$ cat config.mk
export PLATFORM = sky130hd
export DESIGN_NAME = hifi4_iram0_loader
export DESIGN_NICKNAME = d
export VERILOG_FILES = /design/src/rtl/hifi4_iram0_loader.sv
export SDC_FILE = /design/constraint.sdc
export NUM_CORES = 1
export LEC_CHECK = 0
export ABC_AREA = 1
export CAP_MARGIN = 20
export CORE_MARGIN = 2
export CORE_UTILIZATION = 40
export CTS_CLUSTER_DIAMETER = 120
export DETAILED_ROUTE_END_ITERATION = 16
export GPL_ROUTABILITY_DRIVEN = 0
export PLACE_DENSITY = 0.72
export SYNTH_ARGS = -nofsm -noshare
export SYNTH_HDL_FRONTEND = slang
export SYNTH_SLANG_ARGS = --single-unit
export TNS_END_PERCENT = 5
$ cat constraint.sdc
create_clock -name CLK -period 14.2 [get_ports CLK]
set_input_delay 4.26 -clock CLK [delete_from_list [all_inputs] [get_ports CLK]]
set_output_delay 4.26 -clock CLK [all_outputs]
set_load 0.05 [all_outputs]
$ cat src/rtl/hifi4_iram0_loader.sv
// hifi4_iram0_loader
// Turns a 32-bit word request stream into 128-bit IRAM0 line accesses.
// Writes to one line are merged in a combining buffer and issued as a single
// masked write. Reads wait for the buffer to drain, issue a full-line read and
// return the addressed word after the fixed memory latency.
//
//   state    | meaning
//   ---------+-----------------------------------------------------------
//   IDLE     | buffer empty, any request may be accepted
//   MERGE    | buffer holds a partial line, same-line writes merge in
//   FLUSH    | masked line write presented to IRAM0 until taken
//   RD_ISSUE | full-line read presented to IRAM0 until taken
//   RD_WAIT  | counting down the read latency, then returning the word
module hifi4_iram0_loader #(
  parameter logic [31:0] BASE   = 32'h4000_0000,
  parameter logic [31:0] LIMIT  = 32'h4000_FFFF,
  parameter int          AWIDTH = 12,
  parameter int          RD_LAT = 2
) (
  input  logic              CLK,
  input  logic              Reset,
  input  logic              ReqValid,
  output logic              ReqReady,
  input  logic              ReqWr,
  input  logic [31:0]       ReqAddr,
  input  logic [31:0]       ReqWrData,
  input  logic              Flush,
  output logic              RspValid,
  output logic [31:0]       RspData,
  output logic              RspErr,
  output logic [AWIDTH-1:0] IRam0Addr,
  output logic              IRam0En,
  output logic              IRam0Wr,
  output logic [3:0]        IRam0WordEn,
  output logic [127:0]      IRam0WrData,
  output logic              IRam0LoadStore,
  input  logic              IRam0Busy,
  input  logic [127:0]      IRam0Data
);

  typedef enum logic [2:0] {IDLE, MERGE, FLUSH, RD_ISSUE, RD_WAIT} state_t;

  localparam int CW = (RD_LAT < 1) ? 1 : $clog2(RD_LAT + 1);

  state_t            state, state_nxt;
  logic              rdy_en;
  logic [AWIDTH-1:0] buf_tag;
  logic [3:0][31:0]  buf_data;
  logic [3:0]        buf_mask;
  logic [1:0]        rd_word;
  logic [CW-1:0]     lat_cnt;

  logic [AWIDTH-1:0] req_line;
  logic [1:0]        req_word;
  logic [3:0]        req_onehot;
  logic              req_err;
  logic              req_acc;
  logic              acc_ok;
  logic              taken;
  logic              buf_full;
  logic              tag_hit;
  logic              rd_done;

  // BASE is line aligned, so the line index is a plain subtraction of bits [AWIDTH+3:4]
  assign req_line   = ReqAddr[AWIDTH+3:4] - BASE[AWIDTH+3:4];
  assign req_word   = ReqAddr[3:2];
  assign req_onehot = 4'b0001 << req_word;
  assign req_err    = (ReqAddr[1:0] != 2'b00) || (ReqAddr < BASE) || (ReqAddr > LIMIT);
  assign req_acc    = ReqValid & ReqReady;
  assign acc_ok     = req_acc & ~req_err;
  assign taken      = IRam0En & ~IRam0Busy;
  assign buf_full   = &buf_mask;
  assign tag_hit    = (req_line == buf_tag);
  assign rd_done    = (state == RD_WAIT) && (lat_cnt == CW'(1));

  assign IRam0LoadStore = 1'b1;

  // State register
  always_ff @(posedge CLK or posedge Reset) begin
    if (Reset) state <= IDLE;
    else       state <= state_nxt;
  end

  // Next-state logic
  always_comb begin
    state_nxt = state;
    case (state)
      IDLE:     if (acc_ok) state_nxt = ReqWr ? MERGE : RD_ISSUE;
      MERGE:    if (buf_full || Flush || (ReqValid && !ReqReady)) state_nxt = FLUSH;
      FLUSH:    if (taken) state_nxt = IDLE;
      RD_ISSUE: if (taken) state_nxt = RD_WAIT;
      RD_WAIT:  if (lat_cnt == CW'(1)) state_nxt = IDLE;
      default:  state_nxt = IDLE;
    endcase
  end

  // Request handshake: in MERGE only same-line writes are taken, and not once a drain is due
  always_comb begin
    ReqReady = 1'b0;
    case (state)
      IDLE:    ReqReady = rdy_en;
      MERGE:   ReqReady = rdy_en & ~buf_full & ~Flush & ReqWr & tag_hit;
      default: ReqReady = 1'b0;
    endcase
  end

  // Holds ReqReady low until the first edge after reset is released
  always_ff @(posedge CLK or posedge Reset) begin
    if (Reset) rdy_en <= 1'b0;
    else       rdy_en <= 1'b1;
  end

  // Combining buffer: load on the first write, merge same-line writes, empty when the flush is taken
  always_ff @(posedge CLK or posedge Reset) begin
    if (Reset) begin
      buf_tag  <= '0;
      buf_data <= '0;
      buf_mask <= '0;
    end else if (state == IDLE && acc_ok && ReqWr) begin
      buf_tag            <= req_line;
      buf_data           <= '0;
      buf_data[req_word] <= ReqWrData;
      buf_mask           <= req_onehot;
    end else if (state == MERGE && acc_ok) begin
      buf_data[req_word] <= ReqWrData;
      buf_mask           <= buf_mask | req_onehot;
    end else if (state == FLUSH && taken) begin
      buf_mask <= '0;
    end
  end

  // Read context: word select remembered at acceptance, latency counted from the taking edge
  always_ff @(posedge CLK or posedge Reset) begin
    if (Reset) begin
      rd_word <= '0;
      lat_cnt <= '0;
    end else begin
      if (state == IDLE && acc_ok && !ReqWr) rd_word <= req_word;
      if (state == RD_ISSUE && taken)        lat_cnt <= CW'(RD_LAT);
      else if (state == RD_WAIT)             lat_cnt <= lat_cnt - CW'(1);
    end
  end

  // Memory-side outputs: loaded when an access starts, held through Busy, strobe dropped when taken
  always_ff @(posedge CLK or posedge Reset) begin
    if (Reset) begin
      IRam0En     <= 1'b0;
      IRam0Wr     <= 1'b0;
      IRam0WordEn <= '0;
      IRam0Addr   <= '0;
      IRam0WrData <= '0;
    end else if (state == MERGE && state_nxt == FLUSH) begin
      IRam0En     <= 1'b1;
      IRam0Wr     <= 1'b1;
      IRam0WordEn <= buf_mask;
      IRam0Addr   <= buf_tag;
      IRam0WrData <= buf_data;
    end else if (state == IDLE && state_nxt == RD_ISSUE) begin
      IRam0En     <= 1'b1;
      IRam0Wr     <= 1'b0;
      IRam0WordEn <= 4'hF;
      IRam0Addr   <= req_line;
    end else if (taken) begin
      IRam0En <= 1'b0;
      IRam0Wr <= 1'b0;
    end
  end

  // Response: single-cycle pulse for an erroring request or a completed read
  always_ff @(posedge CLK or posedge Reset) begin
    if (Reset) begin
      RspValid <= 1'b0;
      RspErr   <= 1'b0;
      RspData  <= '0;
    end else begin
      RspValid <= 1'b0;
      RspErr   <= 1'b0;
      if (req_acc && req_err) begin
        RspValid <= 1'b1;
        RspErr   <= 1'b1;
        RspData  <= '0;
      end else if (rd_done) begin
        RspValid <= 1'b1;
        RspData  <= IRam0Data[{rd_word, 5'b00000} +: 32];
      end
    end
  end

endmodule
After elaboration in Yosys (flattened, before gate mapping)
Index checks and enable logic that the tools add are counted.
W data, S select, Z words.
{"block": "totals", "rom_bits": 0, "ram_bits": 0, "inputBits": 198, "wordCells": 105, "reg_bits": 332, "memories": 0, "latchBits": 0}
{"block": "op_classes", "div": 0, "bitwise": 13, "reduce_logical": 27, "order_cmp": 4, "n_shift": 2, "mux": 32, "eq_ne": 8, "addsub": 1, "n_mul": 0}
{"cell": "$mux W128", "n": 2}
{"cell": "$and A128 B128 Y128", "n": 1}
{"cell": "$bwmux W128", "n": 1}
{"cell": "$shiftx A128 B8 Y32", "n": 1}
{"cell": "$mux W32", "n": 3}
{"cell": "$demux W32 S2", "n": 1}
{"cell": "$gt A32 B31 Y1 const B", "n": 1}
{"cell": "$lt A32 B31 Y1 const B", "n": 1}
{"cell": "$mux W12", "n": 2}
{"cell": "$mux W4", "n": 5}
{"cell": "$mux W3", "n": 5}
{"cell": "$pmux W3 S5", "n": 1}
{"cell": "$eq A12 B12 Y1", "n": 1}
{"cell": "$eq A3 B2 Y1 const B", "n": 4}
{"cell": "$logic_and A1 B1 Y1", "n": 12}
{"cell": "$reduce_bool A2 Y1", "n": 5}
{"cell": "$mux W1", "n": 8}
{"cell": "$and A1 B1 Y1", "n": 7}
{"cell": "$mux W2", "n": 3}
{"cell": "$reduce_bool A3 Y1", "n": 2}
{"cell": "$logic_or A1 B1 Y1", "n": 4}
{"cell": "$not A1 Y1", "n": 4}
{"cell": "$or A4 B4 Y4", "n": 1}
{"cell": "$reduce_and A4 Y1", "n": 1}
{"cell": "other kinds (10)", "n": 11}

Longest topological paths before layout
Gate-level depths: netlist of run 1.
{"block": "depth", "depth_word": 16, "ltp_mapped": 17, "mapped_depth_nobuf": 16}

Least setup slack after synthesis of run 1
Ideal clock, no wire load.
{"block": "synth_timing", "kind": "in2out", "start": "input ReqWr", "end": "output ReqReady", "required_time_ns": 9.940, "t_arrival_ns": 5.159, "path_slack_ns": 4.781, "path_stages": 9, "n_path_buf": 1, "path_cell_list": "buf_2 nand2_1 nor2_1 nand2_1 nor2_1 nand2_1 nand2_1 nand2_1 inv_1"}
{"block": "synth_between", "elab_chain_cells": 3}
{"element": "start, declared", "line": "24", "text": "input logic ReqWr,"}
{"element": "$and A1 B1 Y1 (2 in series)", "line": "102", "text": "MERGE: ReqReady = rdy_en & ~buf_full & ~Flush & ReqWr & tag_hit;"}
{"element": "$pmux W1 S2", "line": "100", "text": "case (state)"}
{"element": "end, declared", "line": "23", "text": "output logic ReqReady,"}
No other way between the ends.

Worst setup path in the final report of run 1
Ends and elaborated chain as after synthesis.

==> results_dict.tcl, run 1 <==
set metrics [dict create \
    p_per_area_nw_per_um2 109 \
    max_freq_mhz 93.9 \
    syn_area_um2 15900 \
    num_rows 73 \
    final_max_slew_viol_count 0 \
    gr-total-overflow 0 \
    finClkSkew_ns 0.0217 \
    required_ns 9.94 \
    hold_depth 2 \
    num_vias 14700 \
    cp_max_fo 71 \
    area_growth_pct 32.7 \
    top_usage_layer "met2" \
    cts_made_buffers 38 \
    die_area_um2 41500 \
    clkSinkCount 332 \
    cts_resized 0 \
    timing_hold_violations_final 0 \
    rsz0062_at_grt "false" \
    gr-usage-met2 0.418 \
    syn_avg_cell_area_um2 8.08 \
    core_um2 39500 \
    die_y_um 204 \
    synth_seq_area_share 0.521 \
    maxSlewHeadroom 0.286 \
    viasPerCell 5.23 \
    end_kind "output port" \
    crit_path_start_kind "input port" \
    dp_hpwl_mm 36.0 \
    stdcell_count 2818 \
    r2r_end "buf_data[55]" \
    wire_per_inst_um 18.7 \
    min_from "buf_data[91]" \
    setup_tns_ns 0 \
    layout-drive-gt1-share 0.0599 \
    path_class "in2out" \
    ioPinCount 380 \
    final_cell_mix "805 x nand2_1, 377 x clkdlybuf4s50_1, 331 x dfrtp_1" \
    endpoint "ReqReady" \
    vdd_drop_max_uv 94.3 \
    total_power_mw 2.30 \
    port_buffers 378 \
    grt_pass1_vias 14200 \
    dr.first_iter.drc_count 1227 \
    synthCells 1973 \
    cts.clk_slew.worst_paths_ns 0.05 \
    hold_path.class "reg2reg" \
    worst-r2r-setup-slack_ns 10.15 \
    reg2reg_depth 13 \
    clk_latency_ns 0.53 \
    tightest_slew_ns 1.07 \
    power.leakage_nw 10.8 \
    grt_pass1_wl_mm 80.6 \
    global_route.usage.met1 0.313 \
    antenna_left 0 \
    final_core_util 0.535 \
    remaining_drc_errors 0 \
    synthDistinctLibCells 33 \
    final_common_cell "nand2_1" \
    period_needed_ns 10.65 \
    initial_core_util 0.403 \
    place_inst 2749 \
    die_w_um 204 \
    crit_start "ReqWr" \
    first_pass_iters 5 \
    grt_antenna_before_repair 4 \
    final-setup-viol-count 0 \
    yosys_warnings 0 \
    cts_hold_buf 0 \
    cts_tree "built" \
    fin_crit_sh 0.750 \
    grt_usage 0.249 \
    htreeDepth 2 \
    max-clock-path-buffers 3 \
    r2r-start "state[0]" \
    cts_root_buffer "clkbuf_16" \
    cp.arrival_ns 6.39 \
    grt_start_max_net_pins 130 \
    cts_setup_buffers 0 \
    layout.nets 2465 \
    status "finished, final reports clean" \
    drt_wl_total_mm 52.8 \
    max-cap-violations 0 \
    holdWs_ns 0.469 \
    yosys_register_bits 332 \
    grtUsageMet3 0.0561 \
]
==> critical path, cell delays in order <==
cell and delay, ns:
buf_4 0.58, nand2_1 0.17, nor2_1 0.14, nand2_1 0.06, nor2_1 0.08, nand2_1 0.05, nand2_1 0.08, nand2_1 0.09
inv_1 0.06, clkdlybuf4s50_1 0.80
==> cell type report <==
type / count / area [µm²]
Fill cell: 3642 / 18400
Multi-Input combinational cell: 1375 / 6500
Timing Repair Buffer: 399 / 3980
Inverter: 120 / 460
Clock buffer: 52 / 1090
Tap cell: 525 / 657
Sequential cell: 332 / 8310
Clock inverter: 11 / 144
Antenna cell: 4 / 10.0
==> state kept, by name, indices dropped and copies added, names as in the netlist <==
signal       cells
IRam0Addr       12
IRam0En          1
IRam0WordEn      4
IRam0Wr          1
IRam0WrData    128
RspData         32
RspErr           1
RspValid         1
buf_data       128
buf_mask         4
buf_tag         12
lat_cnt          2
rd_word          2
rdy_en           1
state            3
==> how the worst min path moves through the flow <==
stage,to
2_1_floorplan,IRam0WrData[0]
3_3_place_gp,IRam0WrData[42]
3_5_place_dp,IRam0WrData[123]
4_1_cts,IRam0WrData[42]
5_1_grt,buf_data[123]
6_report,buf_data[91]
==> power by group <==
| part | switching [mW] | leakage [nW] | internal, mW |
|---|---|---|---|
| Clock | 0.390 | 0.612 | 0.591 |
| Sequential | 0.0271 | 4.60 | 0.979 |
| Combinational | 0.201 | 5.62 | 0.112 |
| Total | 0.618 | 10.8 | 1.68 |
==> synth_stat cells <==
master	n	area, µm²
a21oi_1	1	5.00
buf_1	3	11.3
buf_2	34	170
buf_4	6	45.0
buf_6	13	146
clkbuf_1	91	342
clkinv_1	2	7.51
conb_1	1	3.75
dfrtp_1	332	8310
ha_1	1	12.5
inv_1	112	420
inv_2	6	22.5
mux2_2	32	360
nand2_1	805	3020
nand2_2	3	18.8
nand3_1	38	190
nand3_2	3	30.0
nand4_1	5	31.3
nor2_1	255	957
nor2_4	1	11.3
nor2_8	1	20.0
nor3_1	2	10.0
nor3b_1	2	15.0
o2111ai_1	128	1120
o2111ai_2	1	15.0
o211ai_1	5	37.5
o211ai_2	4	50.1
o21ai_0	36	180
o21ai_1	14	70.1
o221ai_1	1	8.76
o31ai_1	1	7.51
o32ai_1	32	280
or2_1	2	12.5
==> kinds of logic after synthesis <==
logic type,Yosys count,share of synthesized area
AND/OR/NAND/NOR,1117,0.271
flip-flops,332,0.521
buffers and inverters,267,0.0731
AO/OA/AOI/OAI,223,0.111
multiplexers,32,0.0226
adder cells (fa/ha/maj),1,0.000785
other,1,0.000235
==> metal layers <==
| layer | wire length (µm) | vias to the layer above |
|---|---|---|
| li1 | - | 6965 |
| met1 | 21700 | 7123 |
| met2 | 25200 | 556 |
| met3 | 4150 | 97 |
| met4 | 1780 | 0 |
| met5 | 0 | - |
==> metrics by stage <==
stage / cell area, µm² / worst slack [ns]
6_report: 21200 / 3.55
5_1_grt: 21200 / 3.39
4_1_cts: 21100 / 3.54
3_5_place_dp: 19900 / 3.55
3_3_place_gp: 19900 / 3.57
2_1_floorplan: 15900 / 0.744
Power figures use the tool's default switching activity.
==> run 2: changes to the inputs <==
PLACE_DENSITY = 0.74   (was 0.72)
clock period = 9.1 ns   (was 14.2 ns; I/O delays follow)
==> run 2 against run 1 <==
  * Non-clock buffer count rose by 1
  * Flip-flop and latch count did not move
  * Combinational power rose by 56%
  * Core utilization fell by 0.13 points
  * Final cell count barely moved
  * Critical endpoint unchanged
  * Largest power group unchanged
==> results_dict.tcl, run 2 (synthesis gave the netlist of run 1 again) <==
set metrics [dict create \
    wire_per_inst_um 18.8 \
    final_max_slew_viol_count 0 \
    holdWs_ns 0.468 \
    grt_pass1_vias 14700 \
    crit_path_cell_trace "clkdlybuf4s50_1 -> inv_1 -> nand2_1 -> nand2_1 -> nor2_1 -> nand2_1 -> nor2_1 -> nand2_1 -> nand2_1 -> nand2_1 -> inv_1 -> clkdlybuf4s50_1" \
    grt_start_max_net_pins 143 \
    crit_buf_inv 4 \
    area_growth_pct 32.4 \
    die_y_um 204 \
    worst_slack_ns 1.56 \
    finClkSkew_ns 0.0218 \
    initial_core_util 0.403 \
    rsz0062_at_grt "false" \
    required_ns 6.37 \
    layout.nets 2466 \
    num_vias 14900 \
    hold_path.class "reg2reg" \
    final_cell_mix "805 x nand2_1, 377 x clkdlybuf4s50_1, 331 x dfrtp_1" \
    cts_made_buffers 38 \
    final_area_um2 21100 \
    reg.largest.list "IRam0WrData (128), buf_data (128), RspData (32)" \
    path_class "in2out" \
    cts_hold_buf 0 \
    cp_common_cell "nand2_1" \
    antenna_left 0 \
    layout-drive-gt1-share 0.0585 \
    fin_crit_sh 0.828 \
    power.leakage_nw 10.8 \
    tightest_slew_ns 1.08 \
    ioPinCount 380 \
    end_kind "output port" \
    clk_latency_ns 0.52 \
    port_buffers 378 \
    period_needed_ns 7.54 \
    grt_pass1_wl_mm 82.7 \
    p_per_area_nw_per_um2 168 \
    remaining_drc_errors 0 \
    grt_antenna_before_repair 3 \
    final_common_cell "nand2_1" \
    dp_slack_ns 1.58 \
    cts.clk_slew.worst_paths_ns 0.06 \
    cts_tree "built" \
    timing_hold_violations_final 0 \
    crit_path_start_kind "input port" \
    maxSlewHeadroom 0.280 \
    die_area_um2 41500 \
    final_core_util 0.534 \
    final-setup-viol-count 0 \
    core_um2 39500 \
    cts_resized 0 \
    cts_root_buffer "clkbuf_16" \
    max-clock-path-buffers 3 \
    max_freq_mhz 133 \
    setup_tns_ns 0 \
    first_pass_iters 8 \
    max-cap-violations 0 \
    vdd_drop_max_uv 115 \
    critical-path-top-delay-family "buffers and inverters" \
    cpMaxStageDelayCell "clkdlybuf4s50_1" \
    viasPerCell 5.27 \
    num_rows 73 \
    htreeDepth 2 \
    cp.arrival_ns 4.81 \
    drt_wl_total_mm 53.0 \
    cts_setup_buffers 0 \
    slowest_delay_ns 0.80 \
    die_w_um 204 \
    grt_usage 0.253 \
    gr-total-overflow 0 \
    dr.first_iter.drc_count 1456 \
    postPlaceCellArea_um2 19900 \
    clkSinkCount 332 \
    status "finished, final reports clean" \
    dp_hpwl_mm 35.9 \
    cp_max_fo 3 \
]
[run 2: cell count changes in the layout (fill, tap and decap cells not counted), moves of 2 or more]
cell and delta:
diode_2 -2, clkbuf_8 -3, clkbuf_1 +6, buf_12 +2
[run 2: path summary, 6_finish.rpt]
| path | depth (start not counted) | from | slack [ns] | to |
|---|---|---|---|---|
| hold reg to reg | 2 | buf_data[23] | 0.47 | IRam0WrData[23] |
| setup / recovery | 12 | ReqAddr[12] | 1.56 | ReqReady |
| max in group asynchronous | 4 | Reset | 4.72 | IRam0WrData[115] |
| min in group asynchronous | 2 | Reset | 2.67 | RspData[10] |
| hold / removal | 2 | buf_data[23] | 0.47 | IRam0WrData[23] |
| setup reg to reg | 15 | state[2] | 5.88 | IRam0Addr[8] |
[run 2: final cells by class]
type	instances	area [µm²]
repair buffers	400	3990
fillers	3640	18400
multi-input cells	1375	6500
inverters	120	457
clock inverters	10	111
well taps	525	657
diodes	2	5.00
flip-flops and latches	332	8310
clock buffers	55	1070
[run 2: routing by layer]
layer  routed length, µm  share of wire  global-route usage  up-vias
met1               21200           0.40               0.316     7143
met2               25100           0.47               0.419      634
li1                    -              -                   -     6974
met4                2060          0.039              0.0965        2
met5                  13        0.00025                   0        -
met3                4620          0.087              0.0679      111
[run 2: report_power, final]
part,switching (mW),internal (mW)
Sequential,0.0450,1.53
Clock,0.604,0.875
Combinational,0.312,0.175
[run 2: worst min-delay path: stages (launching register included)]
cell	delay [ns]
dfrtp_1	0.34
nand2_1	0.05
nand2_1	0.04
[run 2: metrics by stage]
stage | power (mW) | instances
detailed placement | 2.08 | 2751
CTS | 3.57 | 2816
finish | 3.54 | 2819
global route | 3.68 | 2819
global placement | 2.06 | 2751
floorplan | 1.87 | 1974
==> run 3: changes to the inputs <==
PLACE_DENSITY = 0.72   (was 0.74)
clock period = 7.4 ns   (was 9.1 ns; I/O delays follow)
==> run 3 against run 2 <==
  * Critical path depth unchanged
  * Global-route usage up 0.32 points
  * Die area unchanged
  * Critical path type unchanged
  * Critical endpoint unchanged
  * Largest power group is now the clock network
==> results_dict.tcl, run 3 (synthesis gave the netlist of run 1 again) <==
set metrics [dict create \
    cts_root_buffer "clkbuf_16" \
    area_growth_pct 33.7 \
    layout.nets 2470 \
    ioPinCount 380 \
    grt_pass1_vias 14500 \
    core_um2 39500 \
    wire_per_inst_um 18.9 \
    postPlaceCellArea_um2 19900 \
    end_kind "output port" \
    r2r-start "state[0]" \
    clk_latency_ns 0.55 \
    rsz0062_at_grt "false" \
    path_class "in2out" \
    die_w_um 204 \
    status "finished, final reports clean" \
    p_per_area_nw_per_um2 212 \
    power.leakage_nw 10.9 \
    first_pass_iters 5 \
    dp_slack_ns 0.880 \
    hold_path.class "reg2reg" \
    final_area_um2 21300 \
    final-setup-viol-count 0 \
    final_max_slew_viol_count 0 \
    final_core_util 0.539 \
    initial_core_util 0.403 \
    htreeDepth 2 \
    cts_resized 0 \
    viasPerCell 5.25 \
    setup_tns_ns 0 \
    remaining_drc_errors 0 \
    layout-drive-gt1-share 0.0626 \
    grt_antenna_before_repair 6 \
    min_from "buf_data[127]" \
    grt_pass1_wl_mm 82.9 \
    finClkSkew_ns 0.0214 \
    cp_max_fo 3 \
    dp_hpwl_mm 36.2 \
    grt_usage 0.256 \
    cts_setup_buffers 0 \
    max-clock-path-buffers 3 \
    die_area_um2 41500 \
    cp.arrival_ns 4.32 \
    hold_depth 2 \
    grt_start_max_net_pins 151 \
    place_inst 2753 \
    period_needed_ns 6.54 \
    cts_tree "built" \
    dr.first_iter.drc_count 1218 \
    final_common_cell "nand2_1" \
    die_y_um 204 \
    reg.largest.list "IRam0WrData (128), buf_data (128), RspData (32)" \
    cts_made_buffers 38 \
    worst_slack_ns 0.857 \
    cts.clk_slew.worst_paths_ns 0.06 \
    stdcell_count 2828 \
    drt_wl_total_mm 53.4 \
    timing_hold_violations_final 0 \
    vdd_drop_max_uv 158 \
    maxSlewHeadroom 0.288 \
    crit_path_start_kind "input port" \
    fin_crit_sh 0.884 \
    max-cap-violations 0 \
    max_freq_mhz 153 \
    antenna_left 0 \
    port_buffers 378 \
    tightest_slew_ns 1.07 \
    gr-total-overflow 0 \
    reg2reg_depth 13 \
    final_cell_mix "805 x nand2_1, 377 x clkdlybuf4s50_1, 331 x dfrtp_1" \
    num_vias 14800 \
    required_ns 5.18 \
    num_rows 73 \
    clkSinkCount 332 \
    crit_start "ReqAddr[15]" \
    cts_hold_buf 0 \
]
run 3: layout make-up:
type                            instances  area [µm²]
Antenna cell                            4        10.0
Clock buffer                           57        1140
Clock inverter                         11         181
Fill cell                            3670       18200
Inverter                              120         457
Multi-Input combinational cell       1375        6510
Sequential cell                       332        8310
Tap cell                              525         657
Timing Repair Buffer                  404        4050
run 3: final timing paths:
| path | to | slack (ns) |
|---|---|---|
| min reg2reg | IRam0WrData[127] | 0.47 |
| max in group asynchronous | buf_data[51] | 4.03 |
| min | IRam0WrData[127] | 0.47 |
| max reg2reg | IRam0WrData[90] | 3.91 |
| max | ReqReady | 0.86 |
| min in group asynchronous | IRam0WrData[80] | 2.13 |
run 3: layer usage:
| metal | wire length (µm) | share of wire | track usage | up-vias |
|---|---|---|---|---|
| met4 | 1740 | 0.032 | 0.100 | 4 |
| met1 | 21400 | 0.40 | 0.325 | 7114 |
| met2 | 25900 | 0.48 | 0.427 | 624 |
| met5 | 27 | 0.00051 | 0 | - |
| met3 | 4290 | 0.080 | 0.0559 | 107 |
| li1 | - | - | - | 6988 |
run 3: critical path, cell delays in order:
cell and delay (ns):
clkdlybuf4s50_1 0.52, inv_1 0.07, nand2_1 0.05, nand2_1 0.05, nor2_1 0.13, nand2_1 0.07, nor2_1 0.11, nand2_1 0.08
nand2_1 0.09, nand2_1 0.08, inv_1 0.06, clkdlybuf4s50_1 0.79
run 3: through the flow:
stage / hold WS [ns] / power (mW)
global placement: 0.452 / 2.55
CTS: 0.472 / 4.56
finish: 0.469 / 4.53
detailed placement: 0.456 / 2.56
floorplan: 0.442 / 2.30
global route: 0.486 / 4.70
run 3: report_power, final:
part           switching [mW]  internal [mW]  leakage (nW)  total, mW
clock network           0.769           1.21         0.641       1.98
logic                   0.392          0.219          5.65      0.611
registers              0.0538           1.88          4.60       1.93
